--- src/rtl/i2c_pad_filter.sv ---
// i2c_pad_filter: conditions the raw SCL/SDA pad inputs for the I2C core.
// Each line is synchronised into HCLK and then passed through a spike filter
// with a programmable length. SCL edge strobes, START/STOP strobes and a
// bus-busy flag are derived from the filtered lines.
module i2c_pad_filter #(
    parameter int SYNC_STAGES = 2,   // synchronizer depth per line, 2..4
    parameter int SPK_W       = 8    // spike-length / filter-counter width
) (
    input  logic             HCLK,
    input  logic             HRESET,
    input  logic             scl_pad_i,
    input  logic             sda_pad_i,
    input  logic             filt_en,
    input  logic [SPK_W-1:0] spklen,
    output logic             scl_o,
    output logic             sda_o,
    output logic             scl_rise,
    output logic             scl_fall,
    output logic             start_det,
    output logic             stop_det,
    output logic             bus_busy
);

    // Line 0 is SCL, line 1 is SDA; both share the same conditioning path.
    logic [1:0]       w_pad;
    logic [1:0]       w_filt;
    logic [SPK_W-1:0] w_eff;

    assign w_pad = {sda_pad_i, scl_pad_i};

    // A spike length of zero behaves exactly like a length of one.
    assign w_eff = (spklen == '0) ? SPK_W'(1) : spklen;

    genvar gi;
    generate
        for (gi = 0; gi < 2; gi = gi + 1) begin : g_line
            logic [SYNC_STAGES-1:0] r_sync;
            logic [SPK_W-1:0]       r_cnt;
            logic                   r_out;
            logic                   w_sync;
            logic [SPK_W:0]         w_cnt_inc;

            assign w_sync    = r_sync[SYNC_STAGES-1];
            assign w_cnt_inc = {1'b0, r_cnt} + (SPK_W+1)'(1);
            assign w_filt[gi] = r_out;

            // Synchronizer chain; resets to the idle (high) bus level.
            always_ff @(posedge HCLK or posedge HRESET) begin
                if (HRESET) begin
                    r_sync <= '1;
                end else begin
                    r_sync <= {r_sync[SYNC_STAGES-2:0], w_pad[gi]};
                end
            end

            // Spike filter: a new level is accepted only once it has been
            // seen for eff consecutive edges; shorter excursions are dropped.
            always_ff @(posedge HCLK or posedge HRESET) begin
                if (HRESET) begin
                    r_out <= 1'b1;
                    r_cnt <= '0;
                end else if (!filt_en) begin
                    r_out <= w_sync;
                    r_cnt <= '0;
                end else if (w_sync == r_out) begin
                    r_cnt <= '0;
                end else if (w_cnt_inc >= {1'b0, w_eff}) begin
                    r_out <= w_sync;
                    r_cnt <= '0;
                end else if (r_cnt != '1) begin
                    r_cnt <= r_cnt + SPK_W'(1);
                end
            end
        end
    endgenerate

    // Previous filtered values and registered event strobes.
    logic r_scl_q;
    logic r_sda_q;
    logic r_scl_rise;
    logic r_scl_fall;
    logic r_start_det;
    logic r_stop_det;
    logic r_bus_busy;
    logic w_start;
    logic w_stop;

    // START/STOP need SCL high on both sides of the SDA change, so a
    // simultaneous SCL+SDA change never produces either condition.
    assign w_start = w_filt[0] & r_scl_q & r_sda_q & ~w_filt[1];
    assign w_stop  = w_filt[0] & r_scl_q & ~r_sda_q & w_filt[1];

    // Edge/condition detection and bus-busy tracking.
    always_ff @(posedge HCLK or posedge HRESET) begin
        if (HRESET) begin
            r_scl_q     <= 1'b1;
            r_sda_q     <= 1'b1;
            r_scl_rise  <= 1'b0;
            r_scl_fall  <= 1'b0;
            r_start_det <= 1'b0;
            r_stop_det  <= 1'b0;
            r_bus_busy  <= 1'b0;
        end else begin
            r_scl_q     <= w_filt[0];
            r_sda_q     <= w_filt[1];
            r_scl_rise  <= w_filt[0] & ~r_scl_q;
            r_scl_fall  <= ~w_filt[0] & r_scl_q;
            r_start_det <= w_start;
            r_stop_det  <= w_stop;
            if (w_start) begin
                r_bus_busy <= 1'b1;
            end else if (w_stop) begin
                r_bus_busy <= 1'b0;
            end
        end
    end

    assign scl_o     = w_filt[0];
    assign sda_o     = w_filt[1];
    assign scl_rise  = r_scl_rise;
    assign scl_fall  = r_scl_fall;
    assign start_det = r_start_det;
    assign stop_det  = r_stop_det;
    assign bus_busy  = r_bus_busy;

endmodule
--- config.mk ---
export PLATFORM = sky130hd
export DESIGN_NAME = i2c_pad_filter
export DESIGN_NICKNAME = d
export VERILOG_FILES = /design/src/rtl/i2c_pad_filter.sv
export SDC_FILE = /design/constraint.sdc
export NUM_CORES = 1
export LEC_CHECK = 0
export ABC_AREA = 1
export CAP_MARGIN = 20
export CORE_UTILIZATION = 30
export CTS_BUF_LIST = sky130_fd_sc_hd__clkbuf_2
export DETAILED_ROUTE_END_ITERATION = 10
export GPL_TIMING_DRIVEN = 0
export SLEW_MARGIN = 20
export SYNTH_ARGS = -nofsm -noshare
export SYNTH_HDL_FRONTEND = slang
export SYNTH_SLANG_ARGS = --single-unit
export TNS_END_PERCENT = 20
--- constraint.sdc ---
create_clock -name HCLK -period 4.9 [get_ports HCLK]
set_input_delay 0.49 -clock HCLK [delete_from_list [all_inputs] [get_ports HCLK]]
set_output_delay 0.49 -clock HCLK [all_outputs]
set_load 0.1 [all_outputs]
==> impl_results.md, run 1 <==
- Fin crit period: 2640 ps
- Antenna Violating Nets Remaining: 0
- Syn_nets: 257
- Share of layout cells above drive strength 1: 19.4%
- # nets final: 283
- Power share of the sequential group: 50.3%
- Setup crit end kind: output port
- Number of buffers created by CTS: 5
- Die ar.: 6660 sq um
- Type of the most critical hold path: reg -> reg
- Slew @ Worst Pin: 980 ps
- Diodes inserted: 0
- Vias in the first global route: 1455
- Routed WL: 3510 um
- Clock Skews: 19.7 ps
- CP max stage cell: clkdlybuf4s50_1
- Yosys reg bits: 29
- GRT Util Overall: 12.8%
- Crit path max-delay family: buffers and inverters
- First-pass GRT wire length: 6290 um
- Worst Hold Slack: 366 ps
- Fin crit share: 53.8%
- Adder-cell share of the synthesized area: 11.8%
- H-tree depth: 2
- Critical Path RT: 4410 ps
- Crit Path Max Fanout: 5
- DR vias/cell: 4.43
- Mean Syn Cell Area: 8.41 sq um
- DRT Pass-1 Iters: 4
- Xor and xnor fraction of the mapped netlist area: 4.54%
- Hold-fix buffers, CTS: 0
- Vias: 1453
- Setup Crit Path Kind: reg -> out
- Initial antenna violation count: 0
- TritonCTS clock tree: yes
- P_int: 0.000337 W
- Post-synthesis mux area share: 0%
- Largest family of logic cells by synthesized area: simple AND/OR/NAND/NOR gates
- Crit-path max cell delay: 1150 ps
- Port Buffers: 19
- Die H: 81.6 um
- Post-CTS setup buffer count: 0
- Total negative slack: 0 ps
- Routed WL per cell: 10.7 um
- Net Switching: 0.000194 W
- Maximum root-to-sink buffer count: 2
- Final GP Congestion: 0.798
- Power Dens Cells: 239 nW/um^2
- CP arrival: 2150 ps
- FILL cells: 651
- Initial Util: 31.5%
- Post-Route Utilization: 36.9%
- CTS root buf: clkbuf_2
- Layout overhead on the synthesized area: 17.1%
- DRT iter0 DRCs: 54
- Yosys cell types: 28
- Cts repair resizes: 0
- Synth Area in Compound Gates: 5.66%
- Status: complete, no violations
- Worst skew pair latency: 370 ps
- Crit path cell chain: clkdlybuf4s50_1
- Max rail drop VDD: 0.223 mV
- Syn Inst Count: 226
- Worst reg2reg setup slack: 2620 ps
- Post-Synth Simple-Gate Area: 29.4%
- Core Rows: 28
- MaxCap Viol Count: 0
- IO Count: 20
- Final setup vio count: 0
- Gate power share: 26.2%
- CTS clk-pin slew, worst paths: 170 ps
- Fin. Hold Viols: 0
- Dpl hpwl: 2700 um
- Sw frac: 36.6%
- Number of remaining DRC errors: 0
- P_leak: 1.16 nW
- Largest net degree at the start of global routing: 30
- Core box area: 6030 sq um
- Yosys warning total: 0
- CP startpoint kind: register
- Clk pwr share: 23.5%
- Clock sinks: 29
- GR Overflow Total: 0
- RSZ-0062 raised after global routing: false
- Pins Over Slew Limit: 0
- Buf+Inv Stages, Crit Path: 1
- Fmax: 0.379 GHz
- Cell Area, Synth: 1900 sq um
- Total Power: 0.000532 W
- Die X: 81.6 um
- Slew HR: 34.4%
- Seq/Total Area, Yosys: 38.7%
[cell type report]
| class | instances | area, sq um | area share [%] |
|---|---|---|---|
| repair buffers | 19 | 190 | 8.55 |
| clock inverters | 1 | 5.00 | 0.225 |
| well taps | 75 | 93.8 | 4.22 |
| multi-input cells | 148 | 978 | 44.0 |
| clock buffers | 7 | 35.0 | 1.57 |
| inverters | 49 | 186 | 8.38 |
| flip-flops and latches | 29 | 736 | 33.1 |
[worst paths after layout]
path,from,endpoint,cells after the start
max,sda_o,sda_o,1
min,g_line[0].r_sync[0],g_line[0].r_sync[1],0
max reg2reg,g_line[0].r_cnt[0],g_line[0].r_cnt[7],14
min reg2reg,g_line[0].r_sync[0],g_line[0].r_sync[1],0
max in group asynchronous,HRESET,g_line[0].r_cnt[5],2
min in group asynchronous,HRESET,g_line[1].r_cnt[6],2
[per-layer routing]
layer  wire [um]  global-route usage, %  share of wire (%)
met4          87                   6.84                2.5
met5           0                      0                  0
met2        1470                   20.3                 42
met3         180                   3.00                5.1
met1        1770                   16.1                 51
[logic make-up after synthesis]
logic type	after synthesis
simple gates	101
flops	29
fa+ha+maj	18
buf+inv	49
xor+xnor	9
compound gates	20
[flip-flops by register name (all words and copies together) (netlist names)]
register and count:
g_line.r_cnt 16, g_line.r_sync 4, bus_busy 1, r_scl_q 1
r_sda_q 1, scl_fall 1, scl_o 1, scl_rise 1
sda_o 1, start_det 1, stop_det 1
[cells in the final DEF, fill, tap and decap left out, types with 3 or more instances in the layout]
master / n
xor2_1: 6
inv_2: 5
clkdlybuf4s50_1: 19
nand4_1: 3
a21oi_1: 8
nand3_1: 11
inv_1: 43
dfrtp_1: 21
nand2_1: 43
nor2_4: 3
ha_1: 18
o21ai_0: 8
nand2_2: 5
nor2_2: 8
clkbuf_2: 7
nor2_1: 17
dfstp_2: 8
[synthesized netlist by cell type]
| master | number | area (sq um) |
|---|---|---|
| inv_4 | 1 | 6.26 |
| o21ai_0 | 8 | 40.0 |
| nand4_1 | 3 | 18.8 |
| nor2_2 | 8 | 50.1 |
| o21ai_2 | 1 | 8.76 |
| nand2_2 | 5 | 31.3 |
| inv_1 | 44 | 165 |
| nand3_4 | 2 | 35.0 |
| nand2_1 | 43 | 161 |
| and2_1 | 1 | 6.26 |
| inv_2 | 4 | 15.0 |
| xnor2_1 | 2 | 17.5 |
| nor2_4 | 3 | 33.8 |
| a31o_2 | 1 | 8.76 |
| xor2_1 | 6 | 52.6 |
| a21oi_1 | 8 | 40.0 |
| xnor2_2 | 1 | 16.3 |
| nor2_1 | 17 | 63.8 |
| nand3_1 | 11 | 55.1 |
| dfrtp_1 | 21 | 526 |
| ha_1 | 18 | 225 |
| nor4_1 | 1 | 6.26 |
| nand3_2 | 2 | 20.0 |
| nor3_4 | 2 | 32.5 |
| dfstp_2 | 8 | 210 |
| nand2_8 | 2 | 40.0 |
| nor3_1 | 1 | 5.00 |
| o21ai_1 | 2 | 10.0 |
[per-stage QoR]
step / instance area, sq um / worst slack, ps / instances
after floorplan: 1900 / 2920 / 226
final: 2220 / 2260 / 328
after global routing: 2220 / 2200 / 328
after global placement: 2180 / 2390 / 320
after detailed placement: 2180 / 2340 / 320
after CTS: 2220 / 2230 / 328
[power by group through the flow]
stage	Combinational [W]	Sequential, W	Clock (W)
global placement	0.000138	0.000272	0
CTS	0.000141	0.000268	0.000128
finish	0.000139	0.000268	0.000125
floorplan	0.0000530	0.000320	0
detailed placement	0.000140	0.000272	0
global route	0.000153	0.000270	0.000138
Power figures use the tool's default switching activity.
==> run 2: changes to the inputs <==
==> constraint.sdc (replaced) <==
create_clock -name HCLK -period 2.4 [get_ports HCLK]
set_input_delay 0.24 -clock HCLK [delete_from_list [all_inputs] [get_ports HCLK]]
set_output_delay 0.24 -clock HCLK [all_outputs]
set_load 0.1 [all_outputs]
==> impl_results.md, run 2 (synthesis results as in run 1) <==
- Status: complete, no violations
- Initial Util: 31.5% (unchanged)
- Crit path max-delay family: simple AND/OR/NAND/NOR gates
- P_int: 0.000687 W (+100%)
- Setup Crit Path Kind: reg -> reg
- Fmax: 0.454 GHz
- # nets final: 283 (unchanged)
- Commonest non-fill, non-tap cells in the layout: inv_1, nand2_1, dfrtp_1
- Post-CTS setup buffer count: 0 (unchanged)
- Power share of the sequential group: 50.4% (about the same)
- Worst skew pair latency: 370 ps (about the same)
- Diodes inserted: 0 (unchanged)
- Maximum root-to-sink buffer count: 2 (unchanged)
- Pins Over Slew Limit: 0 (unchanged)
- CTS root buf: clkbuf_2
- DR vias/cell: 4.43 (about the same)
- Buf+Inv Stages, Crit Path: 2 (+1)
- Clock Skews: 19.7 ps (-0.000100 ps)
- Sw frac: 36.6% (about the same)
- Clk pwr share: 23.5% (about the same)
- FF-to-FF path depth: 14 (unchanged)
- Fin. Hold Viols: 0 (unchanged)
- Critical path depth: 14 (+13)
- Fin crit period: 2200 ps
- GR Overflow Total: 0 (unchanged)
- Antenna Violating Nets Remaining: 0 (unchanged)
- Final Cell Area: 2240 sq um (+0.73%)
- CP startpoint kind: register
- H-tree depth: 2 (unchanged)
- Vias in the first global route: 1455 (unchanged)
- Gate power share: 26.1% (about the same)
- Clock sinks: 29 (unchanged)
- CP max stage cell: dfrtp_1
- Most flops, register: g_line.r_cnt
- Crit-path most repeated cell: nand2_1
- MaxCap Viol Count: 0 (unchanged)
- Worst Hold Slack: 223 ps (-143 ps)
- CTS clk-pin slew, worst paths: 170 ps (about the same)
- Critical Path Start: g_line[0].r_cnt[0]
- Critical Path RT: 2690 ps (-1720 ps)
- Die ar.: 6660 sq um (unchanged)
- Most common cell after layout, fill and taps aside: inv_1
- Number of buffers created by CTS: 5 (unchanged)
- Crit-path max cell delay: 460 ps (-690 ps)
- Net Switching: 0.000397 W (+100%)
- Die X: 81.6 um (unchanged)
- Share of layout cells above drive strength 1: 20.9% (+1.6 points)
- Port Buffers: 19 (unchanged)
- GRT Util Overall: 12.8% (unchanged)
- IO Count: 20 (unchanged)
- Largest net degree at the start of global routing: 30 (unchanged)
- Die H: 81.6 um (unchanged)
- Final GP Congestion: 0.798 (unchanged)
- RSZ-0062 raised after global routing: false
- DRT iter0 DRCs: 64 (+19%)
- CP Capture Point: g_line[0].r_cnt[7]
- CP arrival: 2500 ps (+350 ps)
- Worst reg2reg setup slack: 200 ps (-2420 ps)
- Number of remaining DRC errors: 0 (unchanged)
- Power Dens Cells: 484 nW/um^2 (+100%)
- RR Endpoint: g_line[0].r_cnt[7]
- Vias: 1454 (+0.069%)
- Total negative slack: 0 ps (unchanged)
- Initial antenna violation count: 0 (unchanged)
- Crit Path Max Fanout: 9 (+4)
- Post-Route Utilization: 37.2% (+0.27 points)
- Core box area: 6030 sq um (unchanged)
- Regs by FF count: g_line.r_cnt x16, g_line.r_sync x4
- First-pass GRT wire length: 6290 um (unchanged)
- Slew @ Worst Pin: 980 ps (unchanged)
- DRT Pass-1 Iters: 4 (unchanged)
- Fin crit share: 91.8%
- TritonCTS clock tree: yes
- Placement-stage cell area: 2180 sq um (unchanged)
- Core Rows: 28 (unchanged)
- Setup crit end kind: register
- Crit path cell chain: ha_1 -> nand3_2 -> xor2_2 -> inv_1 -> ha_1 -> nand2_1 -> inv_1 -> nand2_1 -> nand3_1 -> nand2_1 -> nand2_1 -> nand2_2 -> nand2_8 -> nor2_1
- Layout overhead on the synthesized area: 17.9%
- RR Startpoint: g_line[0].r_cnt[0]
- Final setup vio count: 0 (unchanged)
- Dpl hpwl: 2700 um (unchanged)
- P_leak: 1.18 nW (+1.2%)
- Type of the most critical hold path: in -> async
- Max rail drop VDD: 0.454 mV (+100%)
- Max reg flops: 16 (unchanged)
- Routed WL: 3510 um (+0.14%)
- Routed WL per cell: 10.7 um (+0.14%)
- Slew HR: 34.4% (unchanged)
## run 2: routing by layer
metal  track usage [%]  routed length [um]  part of all wire [%]  vias up
met2              20.3                1480                    42       32
met3              3.00                 180                   5.1        8
li1                  -                   -                     -      754
met1              16.1                1760                    50      660
met5                 0                   0                     0        -
met4              6.84                  87                   2.5        0
## run 2: final cells by class
cell class,instances,area [sq um]
Fill cell,650,3780
Multi-Input combinational cell,148,996
Sequential cell,29,737
Timing Repair Buffer,19,188
Inverter,49,186
Tap cell,75,93.8
Clock buffer,7,35.0
Clock inverter,1,5.00
## run 2: per-stage QoR
| step | power (W) | setup slack [ps] | std cells |
|---|---|---|---|
| floorplan | 0.000762 | 416 | 226 |
| global placement | 0.000838 | 142 | 320 |
| detailed placement | 0.000842 | 88.9 | 320 |
| CTS | 0.00109 | 122 | 328 |
| global route | 0.00114 | 8.63 | 328 |
| finish | 0.00108 | 197 | 328 |
## run 2: worst min path at each step
stage	slack (ps)	startpoint	end
after floorplan	240	scl_pad_i	g_line[0].r_sync[0]
after global placement	350	g_line[1].r_sync[0]	g_line[1].r_sync[1]
after detailed placement	350	g_line[1].r_sync[0]	g_line[1].r_sync[1]
after CTS	230	HRESET	g_line[1].r_cnt[6]
after global routing	230	sda_pad_i	g_line[1].r_sync[0]
final	220	HRESET	g_line[1].r_cnt[6]
## run 2: timing repair
item	CTS	global route
hold buffers	0	0
resized for setup	2	4
setup endpoints to repair	2	18
## run 2: power groups by stage
stage                     Clock [W]  Sequential (W)  Combinational (W)
after floorplan                   0        0.000654           0.000108
after global placement            0        0.000555           0.000283
after detailed placement          0        0.000555           0.000287
after CTS                  0.000262        0.000547           0.000286
after global routing       0.000281        0.000551           0.000310
final                      0.000255        0.000546           0.000283
